`src/rtl/shift_seq_ctrl_pkg.sv`:
```
// Shared types for the shift sequencer.
// Contents: the op codes from the main control unit, the shift-register commands,
// the shift-source mux selects, the amount-source selector and the FSM states.
package shift_seq_ctrl_pkg;

  typedef enum logic [2:0] {
    OP_SLL  = 3'b000,
    OP_SRL  = 3'b001,
    OP_SRA  = 3'b010,
    OP_SLLV = 3'b011,
    OP_SRLV = 3'b100,
    OP_SRAV = 3'b101,
    OP_LUI  = 3'b110,
    OP_ILL  = 3'b111
  } op_e;

  typedef enum logic [2:0] {
    CMD_NOP  = 3'b000,
    CMD_LOAD = 3'b001,
    CMD_SHL  = 3'b010,
    CMD_SHR  = 3'b011,
    CMD_SRA  = 3'b100
  } cmd_e;

  typedef enum logic [1:0] {
    SRC_RT  = 2'b00,
    SRC_RS  = 2'b01,
    SRC_IMM = 2'b10
  } src_e;

  typedef enum logic [1:0] {
    AMT_SHAMT = 2'b00,
    AMT_RS    = 2'b01,
    AMT_FIXED = 2'b10
  } amt_src_e;

  typedef enum logic [2:0] {
    ST_IDLE  = 3'd0,
    ST_LOAD  = 3'd1,
    ST_SHIFT = 3'd2,
    ST_WRITE = 3'd3,
    ST_ERR   = 3'd4
  } state_e;

endpackage

```
`src/rtl/shift_seq_ctrl_if.sv`:
```
// Handshake and command bundle between the main control unit and the shift sequencer.
// Ports carried:
//   start, op, shamt, rs_amt            control unit -> sequencer
//   src_sel, shift_cmd, shift_n,        sequencer -> datapath / control unit
//   reg_wr, busy, done, err
// Modports: master = control-unit side, slave = sequencer side.
interface shift_seq_ctrl_if #(
  parameter int AMT_W = 5
);
  logic             start;
  logic [2:0]       op;
  logic [AMT_W-1:0] shamt;
  logic [AMT_W-1:0] rs_amt;
  logic [1:0]       src_sel;
  logic [2:0]       shift_cmd;
  logic [AMT_W-1:0] shift_n;
  logic             reg_wr;
  logic             busy;
  logic             done;
  logic             err;

  modport master (
    output start, op, shamt, rs_amt,
    input  src_sel, shift_cmd, shift_n, reg_wr, busy, done, err
  );

  modport slave (
    input  start, op, shamt, rs_amt,
    output src_sel, shift_cmd, shift_n, reg_wr, busy, done, err
  );
endinterface

```
`src/rtl/shift_seq_ctrl_op_decode.sv`:
```
// Combinational op decoder for the shift sequencer.
// Ports:
//   op       in   3  op code from the control unit
//   src_sel  out     shift-source mux select for the op
//   dir_cmd  out     shift-register command used in the SHIFT state
//   amt_src  out     where the shift amount comes from
//   illegal  out  1  op code 111
module shift_seq_ctrl_op_decode
  import shift_seq_ctrl_pkg::*;
(
  input  logic [2:0] op,
  output src_e       src_sel,
  output cmd_e       dir_cmd,
  output amt_src_e   amt_src,
  output logic       illegal
);

  always_comb begin
    src_sel = SRC_RT;
    dir_cmd = CMD_NOP;
    amt_src = AMT_SHAMT;
    illegal = 1'b0;
    case (op)
      OP_SLL:  begin dir_cmd = CMD_SHL; amt_src = AMT_SHAMT; end
      OP_SRL:  begin dir_cmd = CMD_SHR; amt_src = AMT_SHAMT; end
      OP_SRA:  begin dir_cmd = CMD_SRA; amt_src = AMT_SHAMT; end
      OP_SLLV: begin dir_cmd = CMD_SHL; amt_src = AMT_RS;    end
      OP_SRLV: begin dir_cmd = CMD_SHR; amt_src = AMT_RS;    end
      OP_SRAV: begin dir_cmd = CMD_SRA; amt_src = AMT_RS;    end
      // LUI shifts the immediate left by a fixed amount.
      OP_LUI:  begin src_sel = SRC_IMM; dir_cmd = CMD_SHL; amt_src = AMT_FIXED; end
      default: illegal = 1'b1;
    endcase
  end

endmodule

```
`src/rtl/shift_seq_ctrl.sv`:
```
// Multicycle sequencer for the shift datapath (3:1 source mux feeding the shift register).
// Takes one shift op, steps LOAD -> SHIFT -> WRITE, and pulses a register-bank write.
// Illegal ops produce a one-cycle done+err pulse instead. No data passes through here.
// Ports:
//   clk    in  clock, all state on the rising edge
//   reset  in  synchronous active-high, forces IDLE and clears all outputs
//   bus    slave side of shift_seq_ctrl_if (start/op/shamt/rs_amt in;
//          src_sel/shift_cmd/shift_n/reg_wr/busy/done/err out, all registered)
// Parameters: AMT_W amount width, LUI_AMT fixed LUI shift, SKIP_ZERO bypasses SHIFT on zero amount.
module shift_seq_ctrl
  import shift_seq_ctrl_pkg::*;
#(
  parameter int AMT_W     = 5,
  parameter int LUI_AMT   = 16,
  parameter bit SKIP_ZERO = 1'b1
) (
  input  logic             clk,
  input  logic             reset,
  shift_seq_ctrl_if.slave  bus
);

  state_e           state;
  src_e             src_q;
  cmd_e             dir_q;
  logic [AMT_W-1:0] amt_q;

  src_e             dec_src;
  cmd_e             dec_dir;
  amt_src_e         dec_amt_src;
  logic             dec_illegal;
  logic [AMT_W-1:0] new_amt;
  logic             accept;

  shift_seq_ctrl_op_decode u_decode (
    .op      (bus.op),
    .src_sel (dec_src),
    .dir_cmd (dec_dir),
    .amt_src (dec_amt_src),
    .illegal (dec_illegal)
  );

  always_comb begin
    new_amt = bus.shamt;
    case (dec_amt_src)
      AMT_RS:    new_amt = bus.rs_amt;
      AMT_FIXED: new_amt = AMT_W'(LUI_AMT);
      default:   new_amt = bus.shamt;
    endcase
  end

  // busy is the registered output, so a request is only taken in IDLE, WRITE or ERR.
  assign accept = bus.start && !bus.busy;

  always_ff @(posedge clk) begin
    if (reset) begin
      state         <= ST_IDLE;
      src_q         <= SRC_RT;
      dir_q         <= CMD_NOP;
      amt_q         <= '0;
      bus.src_sel   <= SRC_RT;
      bus.shift_cmd <= CMD_NOP;
      bus.shift_n   <= '0;
      bus.reg_wr    <= 1'b0;
      bus.busy      <= 1'b0;
      bus.done      <= 1'b0;
      bus.err       <= 1'b0;
    end else begin
      // Strobes last one cycle unless a branch below re-asserts them.
      bus.reg_wr <= 1'b0;
      bus.done   <= 1'b0;
      bus.err    <= 1'b0;

      case (state)
        ST_IDLE, ST_WRITE, ST_ERR: begin
          if (accept) begin
            // Latch the decoded op so the inputs are free after this edge.
            src_q <= dec_src;
            dir_q <= dec_dir;
            amt_q <= new_amt;
            if (dec_illegal) begin
              state         <= ST_ERR;
              bus.src_sel   <= SRC_RT;
              bus.shift_cmd <= CMD_NOP;
              bus.shift_n   <= '0;
              bus.busy      <= 1'b0;
              bus.done      <= 1'b1;
              bus.err       <= 1'b1;
            end else begin
              state         <= ST_LOAD;
              bus.src_sel   <= dec_src;
              bus.shift_cmd <= CMD_LOAD;
              bus.shift_n   <= '0;
              bus.busy      <= 1'b1;
            end
          end else begin
            state         <= ST_IDLE;
            bus.src_sel   <= SRC_RT;
            bus.shift_cmd <= CMD_NOP;
            bus.shift_n   <= '0;
            bus.busy      <= 1'b0;
          end
        end

        ST_LOAD: begin
          if (SKIP_ZERO && (amt_q == '0)) begin
            state         <= ST_WRITE;
            bus.src_sel   <= src_q;
            bus.shift_cmd <= CMD_NOP;
            bus.shift_n   <= '0;
            bus.busy      <= 1'b0;
            bus.reg_wr    <= 1'b1;
            bus.done      <= 1'b1;
          end else begin
            state         <= ST_SHIFT;
            bus.src_sel   <= src_q;
            bus.shift_cmd <= dir_q;
            bus.shift_n   <= amt_q;
            bus.busy      <= 1'b1;
          end
        end

        ST_SHIFT: begin
          state         <= ST_WRITE;
          bus.src_sel   <= src_q;
          bus.shift_cmd <= CMD_NOP;
          bus.shift_n   <= '0;
          bus.busy      <= 1'b0;
          bus.reg_wr    <= 1'b1;
          bus.done      <= 1'b1;
        end

        default: begin
          state         <= ST_IDLE;
          bus.src_sel   <= SRC_RT;
          bus.shift_cmd <= CMD_NOP;
          bus.shift_n   <= '0;
          bus.busy      <= 1'b0;
        end
      endcase
    end
  end

endmodule

```
`src/flat_wrapper.sv`:
```
// flat-port wrapper written by rule: the top's interface ports become plain ports
module shift_seq_ctrl_flat import shift_seq_ctrl_pkg::*;
#(
  parameter int AMT_W     = 5,
  parameter int LUI_AMT   = 16,
  parameter bit SKIP_ZERO = 1'b1
)
  (clk, reset, bus_start, bus_op, bus_shamt, bus_rs_amt, bus_src_sel, bus_shift_cmd, bus_shift_n, bus_reg_wr, bus_busy, bus_done, bus_err);
  shift_seq_ctrl_if #(.AMT_W(AMT_W)) bus_i ();
  input  logic clk;
  input  logic reset;
  input wire logic [$bits(bus_i.start)-1:0] bus_start;
  input wire logic [$bits(bus_i.op)-1:0] bus_op;
  input wire logic [$bits(bus_i.shamt)-1:0] bus_shamt;
  input wire logic [$bits(bus_i.rs_amt)-1:0] bus_rs_amt;
  output wire logic [$bits(bus_i.src_sel)-1:0] bus_src_sel;
  output wire logic [$bits(bus_i.shift_cmd)-1:0] bus_shift_cmd;
  output wire logic [$bits(bus_i.shift_n)-1:0] bus_shift_n;
  output wire logic [$bits(bus_i.reg_wr)-1:0] bus_reg_wr;
  output wire logic [$bits(bus_i.busy)-1:0] bus_busy;
  output wire logic [$bits(bus_i.done)-1:0] bus_done;
  output wire logic [$bits(bus_i.err)-1:0] bus_err;
  assign bus_i.start = bus_start;
  assign bus_i.op = bus_op;
  assign bus_i.shamt = bus_shamt;
  assign bus_i.rs_amt = bus_rs_amt;
  assign bus_src_sel = bus_i.src_sel;
  assign bus_shift_cmd = bus_i.shift_cmd;
  assign bus_shift_n = bus_i.shift_n;
  assign bus_reg_wr = bus_i.reg_wr;
  assign bus_busy = bus_i.busy;
  assign bus_done = bus_i.done;
  assign bus_err = bus_i.err;
  shift_seq_ctrl #(.AMT_W(AMT_W), .LUI_AMT(LUI_AMT), .SKIP_ZERO(SKIP_ZERO)) u_core (.clk(clk), .reset(reset), .bus(bus_i));
endmodule
```
`config.mk`:
```
export PLATFORM = sky130hd
export DESIGN_NAME = shift_seq_ctrl_flat
export DESIGN_NICKNAME = d
export VERILOG_FILES = /design/src/rtl/shift_seq_ctrl_pkg.sv /design/src/rtl/shift_seq_ctrl_if.sv /design/src/rtl/shift_seq_ctrl_op_decode.sv /design/src/rtl/shift_seq_ctrl.sv /design/src/flat_wrapper.sv
export SDC_FILE = /design/constraint.sdc
export NUM_CORES = 1
export LEC_CHECK = 0
export BUFFER_PORTS_ARGS = -buffer_cell sky130_fd_sc_hd__buf_2
export CORE_UTILIZATION = 55
export CTS_BUF_LIST = sky130_fd_sc_hd__clkbuf_8
export CTS_CLUSTER_DIAMETER = 80
export DETAILED_ROUTE_END_ITERATION = 8
export HOLD_SLACK_MARGIN = 0.06
export PLACE_DENSITY = 0.9
export SLEW_MARGIN = 10
export SYNTH_ARGS = -nofsm -noshare
export SYNTH_HDL_FRONTEND = slang
export SYNTH_SLANG_ARGS = --single-unit
export TNS_END_PERCENT = 100
```
`constraint.sdc`:
```
create_clock -name clk -period 4.8 [get_ports clk]
set_input_delay 0.24 -clock clk [delete_from_list [all_inputs] [get_ports clk]]
set_output_delay 0.24 -clock clk [all_outputs]
set_load 0.01 [all_outputs]
```
==> summary.txt, run 1 <==
Yosys
  • Mean area per synthesized cell: 9.72 um^2
  • FFs w/ async S/R, synth: 0%
  • Cells after Synth: 119
  • EDFF count, synth: 0
  • Cell taking the most area after synthesis: dfxtp_1
  • Synth Cell Area: 1160 um^2
  • Synth Register Bits: 25
  • Synth unique cells: 40
  • Post-synth top flop: dfxtp_1
  • Yosys warns: 0
  • Top-count cell post-synth: dfxtp_1
  • Commonest cells in the netlist: dfxtp_1, a21oi_1, nor2b_1
  • Area contributors post-synth: dfxtp_1, mux2_4, nor2b_1
  • Post-synthesis sequential area ratio: 43.3%
  • Area share of the largest cell type after synthesis: 43.3%
  • Syn_nets: 137

Cells and area
  • Layout Utilization: between 60% and 70%
  • Area Growth Syn to Fin: 15.3%
  • Post-layout instance area: 1330 um^2
  • Share of layout cells above drive strength 1: 29.4%
  • Fill cells: 171
  • Nets@finish: 162
  • N_diodes: 0
  • Finished Layout Cells: 170

Min path
  • Hold Crit Start: bus_shamt[4]
  • Hold WC Path Type: input port to flop
  • Hold Crit Depth: 4
  • Hold Path End: u_core.amt_q[4]

Critical path
  • CP required: 4960 ps
  • Reg-to-Reg End: u_core.src_q[1]
  • Reg2Reg Depth: 3
  • Setup crit start kind: flop
  • CP Class: flop to flop
  • Worst setup EP type: flop
  • Crit Path Max Fanout: 11
  • RR Startpoint: u_core.state[2]
  • Arr. time, crit path: 1920 ps
  • R2R Setup Slk: 3040 ps

Power and ir drop
  • P_sw: 0.192 mW
  • Power per cell area: between 400 and 500 nW/um^2
  • Sw Ratio: 32.7%
  • Comb pwr share: 32.6%
  • Clock power share: 20.3%
  • Leakage power: between 0.6 and 0.7 nW
  • Worst vdd ir: 0.000285 V
  • Internal power: 0.396 mW
  • Reg power frac: 47.1%

GRT
  • GRT Total Usage: 21.9%
  • First-pass GRT wire length: 3510 um
  • GRT overflow: 0
  • Initial antenna violation count: 0
  • Vias in the first global route: 867
  • Largest net degree at the start of global routing: 28

CTS
  • PostCTS Resize Cnt: 0
  • Post-CTS setup buffers: 0
  • Clk buf depth: 2
  • # hold bufs at CTS: 0
  • Clk root buf: clkbuf_8
  • Cts bufs inserted: 3
  • Sinks on the clock net: 25
  • Clock slew at reported path FFs: approximately 80 ps
  • CTS tree: done
  • CTS H-Tree Depth: 1
  • Worst skew pair latency: 260 ps

Outcome
  • Status: completed

Flow run
  • Max-cap viol count: 0

STA
  • Final Skew: 4.21 ps
  • RSZ-0062 raised after global routing: no
  • Slew @ Worst Pin: 696 ps
  • Hold Fails Final Rpt: 0
  • Fmax: 570 MHz
  • Min Tclk post-route: 1760 ps
  • Max-slew violations: 0
  • Final setup viols: 0
  • Slew headroom: 53.6%
  • Setup_tns: 0 ps
  • Final setup margin: 3040 ps
  • Fin crit share: 36.6%

Detailed routing
  • WL final: 2070 um
  • Wire length per cell: 12.2 um
  • Via count: 896
  • Initial DRC count: 13
  • Via density: between 5 and 6
  • Residual DRC: 0
  • Antenna-violating nets left: 0
  • Pre-antenna DRT Iters: 4

Die
  • Initial Util: 58.9%
  • Core footprint: 1960 um^2
  • Die Wd: roughly 48 um
  • Die Y: 47.8 um
  • Die area: approximately 2300 um^2
  • Rows: 16
  • IO Pins: 30

Place
  • Place WS: 3060 ps
  • Gpl congestion: 0.846
  • Hpwl dp: 1550 um
  • Area after DPL: 1290 um^2
  • Placed Cells incl. Taps: 166
  • Number of port buffers: 28
## how the worst max path moves through the flow
stage / from / end / slack, ps / depth (start not counted)
CTS: u_core.state[2] / u_core.src_q[1] / 3050 / 3
floorplan: bus_op[2] / u_core.amt_q[0] / 3100 / 7
global route: u_core.state[2] / u_core.src_q[1] / 2970 / 3
global placement: u_core.state[2] / u_core.src_q[1] / 3140 / 3
detailed placement: u_core.state[2] / u_core.src_q[1] / 3060 / 3
finish: u_core.state[2] / u_core.src_q[1] / 3040 / 3
## registers in the layout (all words and copies together), names as in the netlist, 3 cells and up
register,cells
u_core.amt_q,5
u_core.bus.shift_n,5
u_core.bus.shift_cmd,3
u_core.dir_q,3
u_core.state,3
## power groups by stage
| stage | sequential [mW] | combinational [mW] | clock [mW] |
|---|---|---|---|
| after floorplan | 0.280 | 0.150 | 0 |
| after global placement | 0.277 | 0.183 | 0 |
| after detailed placement | 0.281 | 0.191 | 0 |
| after CTS | 0.277 | 0.193 | 0.123 |
| after global routing | 0.283 | 0.214 | 0.132 |
| final | 0.277 | 0.192 | 0.119 |
## logic make-up after synthesis
group	Yosys count	share of synthesized area (%)
mux	10	10.6
buf+inv	12	5.09
other cells	1	0.324
flops	25	43.3
fa+ha+maj	2	2.16
xor+xnor	2	1.52
simple gates	45	24.0
compound gates	22	13.0
## critical path: stages, from the launching register on
cell and delay, ps:
dfxtp_1 430, and3b_2 260, o21ai_2 550, mux2_2 410
## layout make-up
cell class              instances  area, um^2  area share (%)
inverters                       4        15.0            1.13
repair buffers                 28         140            10.5
multi-input cells              82         597            44.8
well taps                      27        33.8            2.54
clock buffers                   3        41.3            3.10
clock inverters                 1        5.00           0.376
flip-flops and latches         25         500            37.6
## metrics by stage
step	total power [mW]	hold WS [ps]
2_1_floorplan	0.430	441
3_3_place_gp	0.460	465
3_5_place_dp	0.472	467
4_1_cts	0.593	327
5_1_grt	0.630	362
6_report	0.588	333
## cell usage in the layout, fill, tap and decap left out, types with 3 or more instances in the layout
cell      count
a21oi_1       8
and2_1        5
buf_2        28
clkbuf_8      3
dfxtp_1      25
inv_1         4
mux2_4        4
mux2i_1       4
nand2_1       5
nand2b_1      4
nand3b_1      5
nor2_1        4
nor2b_1       7
nor3_1        5
nor3b_1       4
## metal layers
layer / track usage, % / part of all wire [%]
met1: 25.3 / 43
met2: 38.4 / 52
met3: 4.91 / 4.1
met4: 9.44 / 0.87
met5: 0 / 0
No activity file was read; power rests on OpenSTA's default activity.
==> inputs of run 2 (changes only) <==
--- a/config.mk
+++ b/config.mk
@@ -6,12 +6,12 @@
 export NUM_CORES = 1
 export LEC_CHECK = 0
 export BUFFER_PORTS_ARGS = -buffer_cell sky130_fd_sc_hd__buf_2
-export CORE_UTILIZATION = 55
+export CORE_UTILIZATION = 54
 export CTS_BUF_LIST = sky130_fd_sc_hd__clkbuf_8
 export CTS_CLUSTER_DIAMETER = 80
 export DETAILED_ROUTE_END_ITERATION = 8
 export HOLD_SLACK_MARGIN = 0.06
-export PLACE_DENSITY = 0.9
+export PLACE_DENSITY = 0.88
 export SLEW_MARGIN = 10
 export SYNTH_ARGS = -nofsm -noshare
 export SYNTH_HDL_FRONTEND = slang
==> constraint.sdc (replaced) <==
create_clock -name clk -period 1.7 [get_ports clk]
set_input_delay 0.085 -clock clk [delete_from_list [all_inputs] [get_ports clk]]
set_output_delay 0.085 -clock clk [all_outputs]
set_load 0.01 [all_outputs]
==> run 2 against run 1 <==
Clock power rose to 3.0 times the previous value. Combinational power rose to 2.9 times the previous value. Sequential power rose to 2.8 times the previous value. Highest routed layer unchanged. Largest cell class unchanged. Critical endpoint unchanged.
==> summary.txt, run 2 (synthesis gave the netlist of run 1 again) <==
GRT
  • GRT Total Usage: 20.1%
  • First-pass GRT wire length: 3280 um
  • Initial antenna violation count: 0
  • Largest net degree at the start of global routing: 28
  • Vias in the first global route: 847
  • GRT overflow: 0

Die
  • Initial Util: 58.3%
  • Die Y: 48.3 um
  • Die Wd: 48.3 um
  • IO Pins: 30
  • Die area: 2330 um^2
  • Core footprint: slightly below 2000 um^2
  • Rows: 16

Critical path
  • Reg2Reg Depth: 3
  • RR Startpoint: u_core.state[2]
  • R2R Setup Slk: 70 ps
  • Reg-to-Reg End: u_core.src_q[1]
  • Crit Path Max Fanout: 8
  • Crit. Startpoint: u_core.state[2]
  • Worst setup EP type: flop
  • CP Class: flop to flop
  • Crit path to: u_core.src_q[1]
  • Arr. time, crit path: between 1500 and 2000 ps
  • CP required: about 1900 ps
  • Setup crit start kind: flop

STA
  • Hold Fails Final Rpt: 0
  • Fmax: 615 MHz
  • Slew @ Worst Pin: 517 ps
  • Slew headroom: 65.5%
  • RSZ-0062 raised after global routing: no
  • Setup_tns: 0 ps
  • Final Skew: 4.28 ps
  • Final setup viols: 0
  • Max-slew violations: 0
  • Min Tclk post-route: 1630 ps
  • Fin crit share: between 90% and 100%

Detailed routing
  • Pre-antenna DRT Iters: 4
  • Residual DRC: 0
  • Wire length per cell: between 10 and 15 um
  • Antenna-violating nets left: 0
  • WL final: between 2000 and 2500 um
  • Via count: approximately 900
  • Initial DRC count: 11
  • Via density: 5.24

Power and ir drop
  • Power per cell area: 1260 nW/um^2
  • Worst vdd ir: 0.000729 V
  • Leakage power: 0.623 nW
  • Tot Pwr: ~1.7 mW

Cells and area
  • Nets@finish: 164
  • Biggest regs: u_core.amt_q x5, u_core.bus.shift_n x5
  • Most frequent cells in the layout: buf_2, dfxtp_1, a21oi_1
  • Fill cells: between 150 and 200
  • Share of layout cells above drive strength 1: 30.3%
  • N_diodes: 0
  • Most common cell after layout, fill and taps aside: buf_2
  • Area Growth Syn to Fin: 16.8%

CTS
  • CTS H-Tree Depth: 1
  • # hold bufs at CTS: 0
  • PostCTS Resize Cnt: 0
  • Clock slew at reported path FFs: 90 ps
  • Cts bufs inserted: 3
  • Post-CTS setup buffers: 0
  • Clk root buf: clkbuf_8
  • Worst skew pair latency: 270 ps
  • Sinks on the clock net: 25
  • CTS tree: done
  • Clk buf depth: 2

Flow run
  • Max-cap viol count: 0

Outcome
  • Status: completed

Place
  • Number of port buffers: 28
  • Gpl congestion: 0.860
  • Hpwl dp: 1590 um

Min path
  • Hold WC Path Type: input port to flop
## run 2: cell count changes in the layout (fill, tap and decap cells not counted)
cell        delta
clkinv_2       -1
buf_4          +2
clkinvlp_4     +1
## run 2: power by group
part / switching [mW] / total [mW] / leakage (nW) / internal, mW
clock network: 0.188 / 0.354 / 0.0217 / 0.166
registers: 0.0847 / 0.782 / 0.203 / 0.697
logic: 0.284 / 0.566 / 0.398 / 0.282
total: 0.556 / 1.70 / 0.623 / 1.15
## run 2: layer usage
| layer | global-route usage [%] | part of all wire (%) |
|---|---|---|
| met2 | 36.8 | 51 |
| met1 | 22.7 | 43 |
| met5 | 0 | 0 |
| met3 | 3.33 | 3.8 |
| met4 | 8.33 | 1.4 |
## run 2: per-stage QoR
stage | cell area [um^2] | setup WS (ps) | std cells | hold slack [ps] | util (%)
2_1_floorplan | 1160 | 160 | 119 | 286 | -
3_3_place_gp | 1300 | 177 | 168 | 441 | 65.7
3_5_place_dp | 1300 | 91.8 | 168 | 453 | 65.7
4_1_cts | 1350 | 63.4 | 172 | 168 | 68.1
5_1_grt | 1350 | 11.0 | 172 | 190 | 68.1
6_report | 1350 | 74.7 | 172 | 170 | 68.1
## run 2: final cells by class
type | count | area [um^2] | share of cell area, %
multi-input combinational | 82 | 597 | 44.2
sequential | 25 | 500 | 37.1
timing repair buffer | 30 | 155 | 11.5
clock buffer | 3 | 41.3 | 3.06
tap | 27 | 33.8 | 2.50
inverter | 4 | 15.0 | 1.11
clock inverter | 1 | 7.51 | 0.556
## run 2: critical path, cell delays in order (launching register included)
cell     delay (ps)
dfxtp_1         440
and3b_2         260
o21ai_2         430
mux2_2          390
## run 2: worst min-delay path by stage
stage | end | slack [ps] | startpoint | depth (start not counted)
global placement | u_core.amt_q[4] | 440 | bus_shamt[4] | 4
detailed placement | u_core.amt_q[4] | 450 | bus_shamt[4] | 4
CTS | u_core.amt_q[4] | 170 | bus_shamt[4] | 4
floorplan | u_core.dir_q[1] | 290 | bus_op[0] | 2
global route | u_core.amt_q[4] | 190 | bus_shamt[4] | 4
finish | u_core.amt_q[4] | 170 | bus_shamt[4] | 4
==> inputs of run 3 (changes only) <==
--- a/config.mk
+++ b/config.mk
@@ -5,15 +5,14 @@
 export SDC_FILE = /design/constraint.sdc
 export NUM_CORES = 1
 export LEC_CHECK = 0
-export BUFFER_PORTS_ARGS = -buffer_cell sky130_fd_sc_hd__buf_2
-export CORE_UTILIZATION = 54
+export CORE_UTILIZATION = 55
 export CTS_BUF_LIST = sky130_fd_sc_hd__clkbuf_8
 export CTS_CLUSTER_DIAMETER = 80
 export DETAILED_ROUTE_END_ITERATION = 8
+export DONT_BUFFER_PORTS = 1
 export HOLD_SLACK_MARGIN = 0.06
-export PLACE_DENSITY = 0.88
+export PLACE_DENSITY = 0.77
 export SLEW_MARGIN = 10
 export SYNTH_ARGS = -nofsm -noshare
 export SYNTH_HDL_FRONTEND = slang
 export SYNTH_SLANG_ARGS = --single-unit
-export TNS_END_PERCENT = 100
==> run 3 against run 2 <==
Worst setup slack better by 74 ps. Global-route usage is 0.91 points higher. Critical path depth is 1 higher. Largest cell class unchanged. Non-clock buffer count is 25 lower. Die area is 1.8% lower. Cell count is 15% lower. Sequential share of layout area is 2.9 points higher. Clock power is 6.5% lower. Register-to-register slack better by 70 ps. Critical path type unchanged.
==> summary.txt, run 3 (synthesis gave the netlist of run 1 again) <==
Outcome
  • Status: completed

Die
  • Rows: 16
  • Die Y: 47.8 um
  • IO Pins: 30
  • Die area: 2290 um^2
  • Initial Util: 58.9%
  • Die Wd: 47.8 um
  • Core footprint: 1960 um^2

GRT
  • Vias in the first global route: 772
  • GRT Total Usage: 21.0%
  • Initial antenna violation count: 0
  • First-pass GRT wire length: 3340 um
  • Largest net degree at the start of global routing: 15
  • GRT overflow: 0

Detailed routing
  • Residual DRC: 0
  • Via density: 5.63
  • Antenna-violating nets left: 0
  • Via count: 828
  • WL final: 2010 um
  • Wire length per cell: 13.7 um
  • Pre-antenna DRT Iters: 4
  • Initial DRC count: 14

Critical path
  • Crit Path Max Fanout: 8
  • CP Class: flop to flop
  • CP required: 1850 ps
  • Worst setup EP type: flop
  • Arr. time, crit path: 1700 ps
  • Setup crit start kind: flop

Power and ir drop
  • Leakage power: 0.514 nW
  • Power per cell area: 1310 nW/um^2
  • Tot Pwr: 1.64 mW
  • Worst vdd ir: about 0.00058 V

CTS
  • Cts bufs inserted: 3
  • Clk buf depth: 2
  • Sinks on the clock net: 25
  • Worst skew pair latency: ~260 ps
  • CTS H-Tree Depth: 1
  • PostCTS Resize Cnt: 0
  • Clock slew at reported path FFs: ~80 ps
  • CTS tree: done
  • Clk root buf: clkbuf_8

Cells and area
  • Biggest regs: u_core.amt_q x5, u_core.bus.shift_n x5
  • Layout Utilization: 63.8%
  • N_diodes: 0
  • Share of layout cells above drive strength 1: approximately an eighth
  • Most common cell after layout, fill and taps aside: dfxtp_1
  • Area Growth Syn to Fin: 8.33%
  • Nets@finish: 139
  • Post-layout instance area: 1250 um^2
  • Most frequent cells in the layout: dfxtp_1, a21oi_1, nor2b_1

Place
  • Hpwl dp: 1390 um
  • Area after DPL: 1170 um^2
  • Number of port buffers: 0
  • Gpl congestion: 0.791

STA
  • Fin crit share: 91.3%
  • Slew @ Worst Pin: 502 ps
  • Setup_tns: 0 ps
  • Final Skew: between 1 and 1.5 ps
  • Hold Fails Final Rpt: 0
  • RSZ-0062 raised after global routing: no
  • Min Tclk post-route: between 1500 and 2000 ps
  • Fmax: 645 MHz
  • Max-slew violations: 0
  • Final setup viols: 0
  • Slew headroom: between 60% and 70%

Min path
  • Hold WC Path Type: input port to flop

Flow run
  • Max-cap viol count: 0
==> run 3: changes by cell type in the layout (fill, tap and decap cells not counted) <==
| cell | change |
|---|---|
| clkinvlp_4 | -1 |
| buf_12 | +1 |
| buf_4 | -2 |
| buf_2 | -28 |
| clkinv_2 | +1 |
| dlygate4sd3_1 | +4 |
==> run 3: timing repair <==
item                                   CTS  global route
endpoints found under the hold margin   14             0
hold buffers                             4             0
buffers inserted                         0             0
==> run 3: worst max-delay path, stage by stage (launching register included) <==
cell	delay (ps)
dfxtp_1	440
and3b_2	260
o21ai_2	280
buf_12	180
mux2_4	290
==> run 3: per-layer routing <==
metal  GRT usage [%]  up-vias  wire length (um)
met5               0        -                 0
met4            8.33        0                34
met3            4.53        4                73
met2            37.3       26              1020
met1            24.3      386               884
li1                -      412                 -
==> run 3: worst paths after layout <==
path	startpoint	endpoint	slack, ps	cells past startpoint
setup / recovery	u_core.state[2]	u_core.dir_q[0]	150	4
hold / removal	bus_shamt[4]	u_core.amt_q[4]	80	3
setup reg to reg	u_core.state[2]	u_core.dir_q[0]	150	4
hold reg to reg	u_core.dir_q[1]	u_core.bus.shift_cmd[1]	480	1
==> run 3: power by group <==
group | internal, mW | total [mW] | switching, mW
clock network | 0.163 | 0.331 | 0.168
registers | 0.699 | 0.812 | 0.113
logic | 0.260 | 0.500 | 0.239
total | 1.12 | 1.64 | 0.521
==> run 3: metrics by stage <==
step | instances | setup WS (ps) | hold slack, ps
6_report | 147 | 149 | 81.9
5_1_grt | 147 | 91.2 | 82.2
4_1_cts | 147 | 160 | 76.9
3_5_place_dp | 139 | 193 | 168
3_3_place_gp | 139 | 236 | 168
2_1_floorplan | 119 | 160 | 286
==> run 3: cell type report <==
class                      count  area [um^2]
multi-input combinational     82          597
tap                           27         33.8
clock buffer                   3         41.3
sequential                    25          500
inverter                       4         15.0
clock inverter                 1         5.00
fill                         189          709
timing repair buffer           5         60.1
